File: src/rtl/microfono_pdm_capture.sv
// PDM microphone capture: drives mic_clk, decimates by counting ones per window, buffers samples in a FIFO.
// Build macro MIC_SIGNED_OUTPUT_EN stores samples as two's complement (ones - WINDOW/2).
module microfono_pdm_capture #(
  parameter int MIC_DIV = 2,
  parameter int WINDOW  = 32,
  parameter int DATA_W  = 8,
  parameter int ADDR_W  = 4
) (
  input  logic              clk,
  input  logic              reset,
  input  logic              micData,
  input  logic              wr,
  input  logic              rd,
  output logic              mic_clk,
  output logic              mic_lrsel,
  output logic [DATA_W-1:0] dout,
  output logic              empty,
  output logic              full,
  output logic [ADDR_W:0]   count,
  output logic              overflow
);
  localparam int DEPTH = 1 << ADDR_W;
  localparam int CNT_W = ADDR_W + 1;
  localparam int DIV_W = (MIC_DIV > 1) ? $clog2(MIC_DIV) : 1;
  localparam int BIT_W = (WINDOW > 1) ? $clog2(WINDOW) : 1;

  logic [DIV_W-1:0]  div_q, div_d;
  logic              mic_clk_q, mic_clk_d;
  logic              sync1_q, sync2_q;
  logic [BIT_W-1:0]  bit_cnt_q, bit_cnt_d;
  logic [DATA_W-1:0] acc_q, acc_d;
  logic [ADDR_W-1:0] wr_ptr_q, wr_ptr_d, rd_ptr_q, rd_ptr_d;
  logic [CNT_W-1:0]  count_q, count_d;
  logic [DATA_W-1:0] dout_q, dout_d;
  logic              ovf_q, ovf_d;
  logic              rd_d_q;
  logic [DATA_W-1:0] mem_q [DEPTH];

  logic              div_wrap, bit_strobe, last_bit, sample_valid;
  logic              pop_ok, push_ok;
  logic [DATA_W-1:0] ones, sample;

  assign div_wrap     = (div_q == DIV_W'(MIC_DIV - 1));
  assign bit_strobe   = div_wrap & ~mic_clk_q;
  assign last_bit     = (bit_cnt_q == BIT_W'(WINDOW - 1));
  assign sample_valid = bit_strobe & last_bit;
  assign ones         = acc_q + DATA_W'(sync2_q);
`ifdef MIC_SIGNED_OUTPUT_EN
  assign sample       = ones - DATA_W'(WINDOW / 2);
`else
  assign sample       = ones;
`endif

  assign empty    = (count_q == '0);
  assign full     = (count_q == CNT_W'(DEPTH));
  // A pop in the same cycle frees a slot, so a full FIFO still accepts the push.
  assign pop_ok   = rd & ~rd_d_q & ~empty;
  assign push_ok  = sample_valid & wr & (~full | pop_ok);

  always_comb begin
    div_d     = div_wrap ? '0 : div_q + DIV_W'(1);
    mic_clk_d = mic_clk_q ^ div_wrap;
    bit_cnt_d = bit_cnt_q;
    acc_d     = acc_q;
    wr_ptr_d  = wr_ptr_q;
    rd_ptr_d  = rd_ptr_q;
    count_d   = count_q;
    dout_d    = dout_q;
    ovf_d     = ovf_q | (sample_valid & wr & ~push_ok);

    if (bit_strobe) begin
      if (last_bit) begin
        bit_cnt_d = '0;
        acc_d     = '0;
      end else begin
        bit_cnt_d = bit_cnt_q + BIT_W'(1);
        acc_d     = ones;
      end
    end

    if (push_ok) wr_ptr_d = wr_ptr_q + ADDR_W'(1);
    if (pop_ok) begin
      rd_ptr_d = rd_ptr_q + ADDR_W'(1);
      dout_d   = mem_q[rd_ptr_q];
    end

    case ({push_ok, pop_ok})
      2'b10:   count_d = count_q + CNT_W'(1);
      2'b01:   count_d = count_q - CNT_W'(1);
      default: count_d = count_q;
    endcase
  end

  always_ff @(posedge clk or negedge reset) begin
    if (!reset) begin
      div_q     <= '0;
      mic_clk_q <= 1'b0;
      bit_cnt_q <= '0;
      acc_q     <= '0;
      wr_ptr_q  <= '0;
      rd_ptr_q  <= '0;
      count_q   <= '0;
      dout_q    <= '0;
      ovf_q     <= 1'b0;
      rd_d_q    <= 1'b0;
    end else begin
      div_q     <= div_d;
      mic_clk_q <= mic_clk_d;
      bit_cnt_q <= bit_cnt_d;
      acc_q     <= acc_d;
      wr_ptr_q  <= wr_ptr_d;
      rd_ptr_q  <= rd_ptr_d;
      count_q   <= count_d;
      dout_q    <= dout_d;
      ovf_q     <= ovf_d;
      rd_d_q    <= rd;
    end
  end

  // Synchronizer keeps running through reset so the first window sees real mic data.
  always_ff @(posedge clk) begin
    sync1_q <= micData;
    sync2_q <= sync1_q;
  end

  always_ff @(posedge clk) begin
    if (push_ok) mem_q[wr_ptr_q] <= sample;
  end

  assign mic_clk   = mic_clk_q;
  assign mic_lrsel = 1'b0;
  assign dout      = dout_q;
  assign count     = count_q;
  assign overflow  = ovf_q;

endmodule

File: config.mk
export PLATFORM = sky130hd
export DESIGN_NAME = microfono_pdm_capture
export DESIGN_NICKNAME = d
export VERILOG_FILES = /design/src/rtl/microfono_pdm_capture.sv
export SDC_FILE = /design/constraint.sdc
export NUM_CORES = 1
export LEC_CHECK = 0
export BUFFER_PORTS_ARGS = -buffer_cell sky130_fd_sc_hd__buf_2
export CAP_MARGIN = 25
export CORE_MARGIN = 2
export CORE_UTILIZATION = 55
export DETAILED_ROUTE_END_ITERATION = 16
export PLACE_DENSITY_LB_ADDON = 0.05
export REMOVE_ABC_BUFFERS = 1
export SETUP_SLACK_MARGIN = 0.1
export SLEW_MARGIN = 0
export SYNTH_ARGS = -nofsm -noshare
export SYNTH_HDL_FRONTEND = slang
export SYNTH_SLANG_ARGS = --single-unit
File: constraint.sdc
create_clock -name clk -period 6.6 [get_ports clk]
set_input_delay 0.33 -clock clk [delete_from_list [all_inputs] [get_ports clk]]
set_output_delay 0.33 -clock clk [all_outputs]
set_load 0.05 [all_outputs]
==> results of run 1 <==
-- cells in the final DEF, fill, tap and decap left out, drive strengths merged, types with 12 or more instances in the layout --
cell type    n
clkbuf      22
buf         25
dfrtp       38
ha          13
inv         18
o22ai       16
edfxtp     128
mux2        13
mux4        32
and2        12
-- worst paths after layout --
kind | startpoint | to | cells after the start
max | bit_cnt_q[0]$_DFFE_PN0N_ | mem_q[11][3]$_DFFE_PP_ | 8
min | reset | count[2]$_DFFE_PN0P_ | 1
max reg2reg | bit_cnt_q[0]$_DFFE_PN0N_ | mem_q[11][3]$_DFFE_PP_ | 8
min reg2reg | sync1_q$_DFF_P_ | sync2_q$_DFF_P_ | 0
max in group asynchronous | reset | rd_ptr_q[0]$_DFFE_PN0P_ | 1
min in group clk | rd | rd_d_q$_DFF_PN0_ | 1
-- final cells by class --
cell class | instances | area, µm² | area share, %
Timing Repair Buffer | 26 | 145 | 1.85
Inverter | 18 | 67.6 | 0.863
Multi-Input combinational cell | 188 | 1940 | 24.8
Clock inverter | 10 | 174 | 2.22
Tap cell | 168 | 210 | 2.69
Sequential cell | 168 | 4840 | 61.8
Clock buffer | 22 | 454 | 5.80
-- report_power, final --
part,switching [mW],internal (mW),leakage [nW]
combinational,0.501,0.314,0.878
sequential,0.113,1.29,1.64
clock,0.375,0.677,0.309
total,0.988,2.28,2.83
-- metal layers --
| layer | wire length [µm] | share of wire, % |
|---|---|---|
| met1 | 5920 | 45 |
| met2 | 6360 | 48 |
| met3 | 714 | 5.4 |
| met4 | 193 | 1.5 |
| met5 | 0 | 0 |
-- metrics by stage --
step	hold slack (ps)	util [%]	power (mW)	worst slack, ps	area [µm²]
6_report	35.8	64.6	3.27	3440	7830
5_1_grt	26.0	64.6	3.41	3080	7830
4_1_cts	21.4	64.6	3.30	3390	7830
3_5_place_dp	312	59.3	2.25	3440	7190
3_3_place_gp	314	59.3	2.24	3550	7190
2_1_floorplan	34.4	-	1.99	3740	6800
-- cell families (layout without fill, tap and decap cells) --
logic type / after synthesis / after routing / synth area share (%)
adder cells (fa/ha/maj): 14 / 14 / 2.66
XOR/XNOR: 15 / 15 / 1.91
AND/OR/NAND/NOR: 59 / 59 / 4.69
AO/OA/AOI/OAI: 52 / 52 / 5.31
buffers and inverters: 34 / 76 / 2.06
other: 1 / 1 / 0.0545
multiplexers: 47 / 47 / 13.0
flip-flops: 168 / 168 / 70.3
-- worst max-delay path, stage by stage, from the launching register on --
cell	delay, ps
dfrtp_1	380
ha_1	200
and3_1	180
ha_1	300
nand3_1	230
a31oi_1	440
buf_4	260
nand3b_1	190
nor2_1	630
-- flip-flops by register name, summed over array words and instances, names as in the netlist, 4 cells and up --
signal	count
acc_q	8
count	5
wr_ptr_q	4
bit_cnt_q	5
dout	8
mem_q	128
rd_ptr_q	4
-- cell usage after synthesis, types with 10 or more instances --
cell      instances
edfxtp_1        128
dfrtp_1          38
mux4_2           32
inv_1            18
o22ai_1          16
ha_1             13
and2_1           12
mux2_2           11
xnor2_1          11
a21oi_1          10
nand2_1          10
nor2_1           10
==> flow_metrics.env, run 1 <==
export IMPL_synth_avg_cell_area_um2=17.6
export IMPL_antenna_cells=0
export IMPL_ys_flop_type="edfxtp_1"
export IMPL_dieArea_um2=13400
export IMPL_slew_violations=0
export IMPL_cp_max_fo=9
export IMPL_fmax_mhz=316
export IMPL_skew_ps=7.47
export IMPL_grt_total_usage_pct=22.2
export IMPL_dieHeight_um=116
export IMPL_cts_buffers=17
export IMPL_final_nets=438
export IMPL_grt_pass1_vias=3447
export IMPL_synthArstFlopShare_pct=22.6
export IMPL_clk_pin_slew_ps=60
export IMPL_dp_hpwl_mm=8.64
export IMPL_p_leak_nw=2.83
export IMPL_critPathCaptureType="register"
export IMPL_worstSetupStartpointType="register"
export IMPL_placed_cells=567
export IMPL_synth_area_um2=6880
export IMPL_finalWirelength_mm=13.2
export IMPL_hp_class="in -> async"
export IMPL_grt_pass1_wl_mm=20.7
export IMPL_synth_area_leaders="edfxtp_1 (56%), dfrtp_1 (14%), mux4_2 (10%), ha_1 (2.4%), mux2_2 (1.8%)"
export IMPL_yosysTopAreaCellShare_pct=55.9
export IMPL_path_class="reg -> reg"
export IMPL_n_fill_cell=887
export IMPL_synth_warnings=0
export IMPL_busiest_layer="met2"
export IMPL_rows=40
export IMPL_die_x_um=116
export IMPL_synth_edf_count=128
export IMPL_post_drt_wl_per_cell_um=22.0
export IMPL_port_buffers=21
export IMPL_relSlewSlack_pct=37.2
export IMPL_rsz0062_at_grt="false"
export IMPL_antenna_found_initial=0
export IMPL_cts_repair_resized=0
export IMPL_syn_inst=390
export IMPL_grt_max_degree=39
export IMPL_fin_crit_sh_pct=47.9
export IMPL_gr_total_overflow=0
export IMPL_arrival_ps=3220
export IMPL_layout_drive_gt1_share_pct=25.2
export IMPL_cp_required_ps=6650
export IMPL_max_cap_violations=0
export IMPL_clkSinkCount=168
export IMPL_yosysSeqAreaShare_pct=70.3
export IMPL_holdBufCountCts=1
export IMPL_io_pins=23
export IMPL_period_minus_slack_ps=3160
export IMPL_drc=0
export IMPL_initial_core_util_pct=56.8
export IMPL_root_buffer="clkbuf_16"
export IMPL_synth_area_leader_cell="edfxtp_1"
export IMPL_cts_tree="built"
export IMPL_synth_seq_cells=168
export IMPL_final_setup_viol_count=0
export IMPL_final_cell_count_no_fill=600
export IMPL_ys_types=48
export IMPL_vias=3467
export IMPL_drt_vias_per_instance=5.78
export IMPL_syn2layout_area_growth_pct=13.8
export IMPL_post_cts_buffers=0
export IMPL_vdd_drop_max_v=0.000239
export IMPL_postRouteAntennaNets=0
export IMPL_gr_usage_met1_pct=32.8
export IMPL_clkLatencyLatePin_ps=420
export IMPL_dr_first_iter_drc_count=309
export IMPL_met2_usage_pct=33.5
export IMPL_htreeDepth=4
export IMPL_met3_usage_pct=4.55
export IMPL_status="finished, final reports clean"
export IMPL_r2r_setup_slack_ps=3440
export IMPL_fp_coreArea_um2=12100
export IMPL_clk_path_buf_depth=2
export IMPL_fin_setup_tns_ps=0
export IMPL_dr_pass1_iters=5
export IMPL_worst_pin_slew_ps=941
export IMPL_place_congestion=0.778
export IMPL_hold_viol_final=0
export IMPL_p_per_area_nw_per_um2=417
Note: power is estimated with default switching activity, not from simulation.
==> inputs of run 2 (changes only) <==
clock period = 3.2 ns   (was 6.6 ns; I/O delays follow)
==> run 2 against run 1 <==
Combinational power grew 110%. Final cell count grew 2.3%. Global-route usage fell by 0.78 points. Final area grew 0.58%. Critical path depth is 1 lower. Register-to-register slack got worse by 3100 ps. Critical path type unchanged. Critical endpoint is now mem_q[3][5]$_DFFE_PP_. Largest power group unchanged.
==> flow_metrics.env, run 2 (synthesized netlist as in run 1, its figures left out) <==
export IMPL_drc=0
export IMPL_critPathMaxStageDelay_ps=460
export IMPL_gr_total_overflow=0
export IMPL_critPathCaptureType="register"
export IMPL_rsz0062_at_grt="false"
export IMPL_fmax_mhz=354
export IMPL_n_fill_cell=884
export IMPL_stdcell_area_um2=7870
export IMPL_p_sw_mw=2.03
export IMPL_vias=3484
export IMPL_busiest_layer="met2"
export IMPL_dr_first_iter_drc_count=287
export IMPL_grt_pass1_wl_mm=20.2
export IMPL_placed_cells=579
export IMPL_clkPwrFrac_pct=30.3
export IMPL_p_leak_nw=2.87
export IMPL_status="finished, final reports clean"
export IMPL_total_power_mw=6.62
export IMPL_seqCellArea_um2=4840
export IMPL_path_class="reg -> reg"
export IMPL_seqPwrFrac_pct=43.4
export IMPL_clk_pin_slew_ps=60
export IMPL_clk_path_buf_depth=2
export IMPL_p_comb_share_pct=26.3
export IMPL_port_buffers=21
export IMPL_clkSinkCount=168
export IMPL_grt_max_degree=39
export IMPL_p_int_mw=4.59
export IMPL_layout_commonest_cell="edfxtp_1"
export IMPL_layout_drive_gt1_share_pct=25.8
export IMPL_die_x_um=116
export IMPL_crit_slowest_cell="and2_1"
export IMPL_postRouteAntennaNets=0
export IMPL_max_cap_violations=0
export IMPL_hp_class="in -> reg"
export IMPL_htreeDepth=4
export IMPL_cp_max_fo=9
export IMPL_cpMostUsedCell="ha_1"
export IMPL_cts_tree="built"
export IMPL_clkLatencyLatePin_ps=410
export IMPL_post_cts_buffers=0
export IMPL_rows=40
export IMPL_worstSetupStartpointType="register"
export IMPL_cp_required_ps=3260
export IMPL_dr_pass1_iters=6
export IMPL_grt_pass1_vias=3675
export IMPL_drt_vias_per_instance=5.67
export IMPL_final_cell_count_no_fill=614
export IMPL_initial_core_util_pct=56.8
export IMPL_period_minus_slack_ps=2820
export IMPL_dp_hpwl_mm=8.40
export IMPL_arrival_ps=2880
export IMPL_dieHeight_um=116
export IMPL_finalWirelength_mm=12.9
export IMPL_gr_usage_met1_pct=29.1
export IMPL_post_drt_wl_per_cell_um=20.9
export IMPL_multi_input_area_um2=1900
export IMPL_dpl_cell_area_um2=7250
export IMPL_syn2layout_area_growth_pct=14.4
export IMPL_cts_buffers=17
export IMPL_io_pins=23
export IMPL_skew_ps=5.31
export IMPL_largest_reg_flops=128
export IMPL_fin_setup_tns_ps=0
export IMPL_largest_register="mem_q"
export IMPL_postLayoutCoreUtil_pct=65.0
export IMPL_final_setup_viol_count=0
export IMPL_relSlewSlack_pct=39.8
export IMPL_fp_coreArea_um2=12100
export IMPL_hold_viol_final=0
export IMPL_worst_pin_slew_ps=902
export IMPL_vdd_drop_max_v=0.000809
export IMPL_dieArea_um2=13400
export IMPL_fin_crit_sh_pct=88.2
export IMPL_antenna_found_initial=0
export IMPL_crit_chain="ha_1, and3_1, ha_1, nand3_1, a31oi_1, nor3b_1, and2_1"
export IMPL_final_nets=452
export IMPL_met3_usage_pct=4.60
export IMPL_grt_total_usage_pct=21.4
export IMPL_root_buffer="clkbuf_16"
export IMPL_antenna_cells=0
export IMPL_place_congestion=0.804
export IMPL_met2_usage_pct=34.2
export IMPL_switching_share_pct=30.7
export IMPL_p_per_area_nw_per_um2=841
export IMPL_layout_common_cells="edfxtp_1 (128), dfrtp_1 (37), mux4_2 (32)"
export IMPL_slew_violations=0
==> run 2: cell count changes in the layout (fill, tap and decap cells not counted), sizes merged <==
cell         previous run  this run
buf                    25        37
bufinv                  5         3
clkinv                  5         7
dlygate4sd3             1         3
clkbuf                 22        21
clkinvlp                0         1
==> run 2: power groups by stage <==
stage          Combinational, mW  Sequential [mW]  Clock [mW]
2_1_floorplan              0.859             3.24           0
3_3_place_gp                1.73             2.91           0
3_5_place_dp                1.76             2.92           0
4_1_cts                     1.77             2.87        2.04
5_1_grt                     1.89             2.89        2.13
6_report                    1.74             2.87        2.01
==> run 2: critical path: cells and delay by family (launching register included) <==
family,cells,cell delay [ps]
AO/OA/AOI/OAI,1,320
adder cells (fa/ha/maj),2,470
flip-flops,1,380
AND/OR/NAND/NOR,4,1290
==> run 2: worst paths after layout <==
check                      slack (ps)  cells past startpoint                      end                      from
setup / recovery                  380                      7    mem_q[3][5]$_DFFE_PP_  bit_cnt_q[0]$_DFFE_PN0N_
hold / removal                    180                      3       overflow$_DFF_PN0_                        wr
setup reg to reg                  380                      7    mem_q[3][5]$_DFFE_PP_  bit_cnt_q[0]$_DFFE_PN0N_
hold reg to reg                   340                      0          sync2_q$_DFF_P_           sync1_q$_DFF_P_
max in group asynchronous        2160                      2  rd_ptr_q[0]$_DFFE_PN0P_                     reset
min in group asynchronous         420                      2     count[3]$_DFFE_PN0P_                     reset
==> run 2: cell type report <==
type / count / area share [%]
inverter: 18 / 0.859
timing repair buffer: 40 / 3.40
multi-input combinational: 188 / 24.1
sequential: 168 / 61.4
clock inverter: 11 / 1.62
tap: 168 / 2.67
clock buffer: 21 / 5.85
==> run 2: what timing repair did <==
item	CTS	global route
resized for setup	0	0
endpoints found under the setup margin	0	0
hold endpoints to repair	40	0
hold buffers	3	0
==> run 2: stage by stage <==
stage / hold WS (ps) / setup slack, ps
5_1_grt: 206 / 115
3_3_place_gp: 262 / 470
3_5_place_dp: 272 / 359
2_1_floorplan: -136 / 339
4_1_cts: 169 / 357
6_report: 181 / 379
==> run 2: layer usage <==
layer / up-vias / routed length, µm
li1: 1614 / -
met1: 1772 / 5740
met2: 81 / 6410
met3: 17 / 464
met4: 0 / 242
met5: - / 0
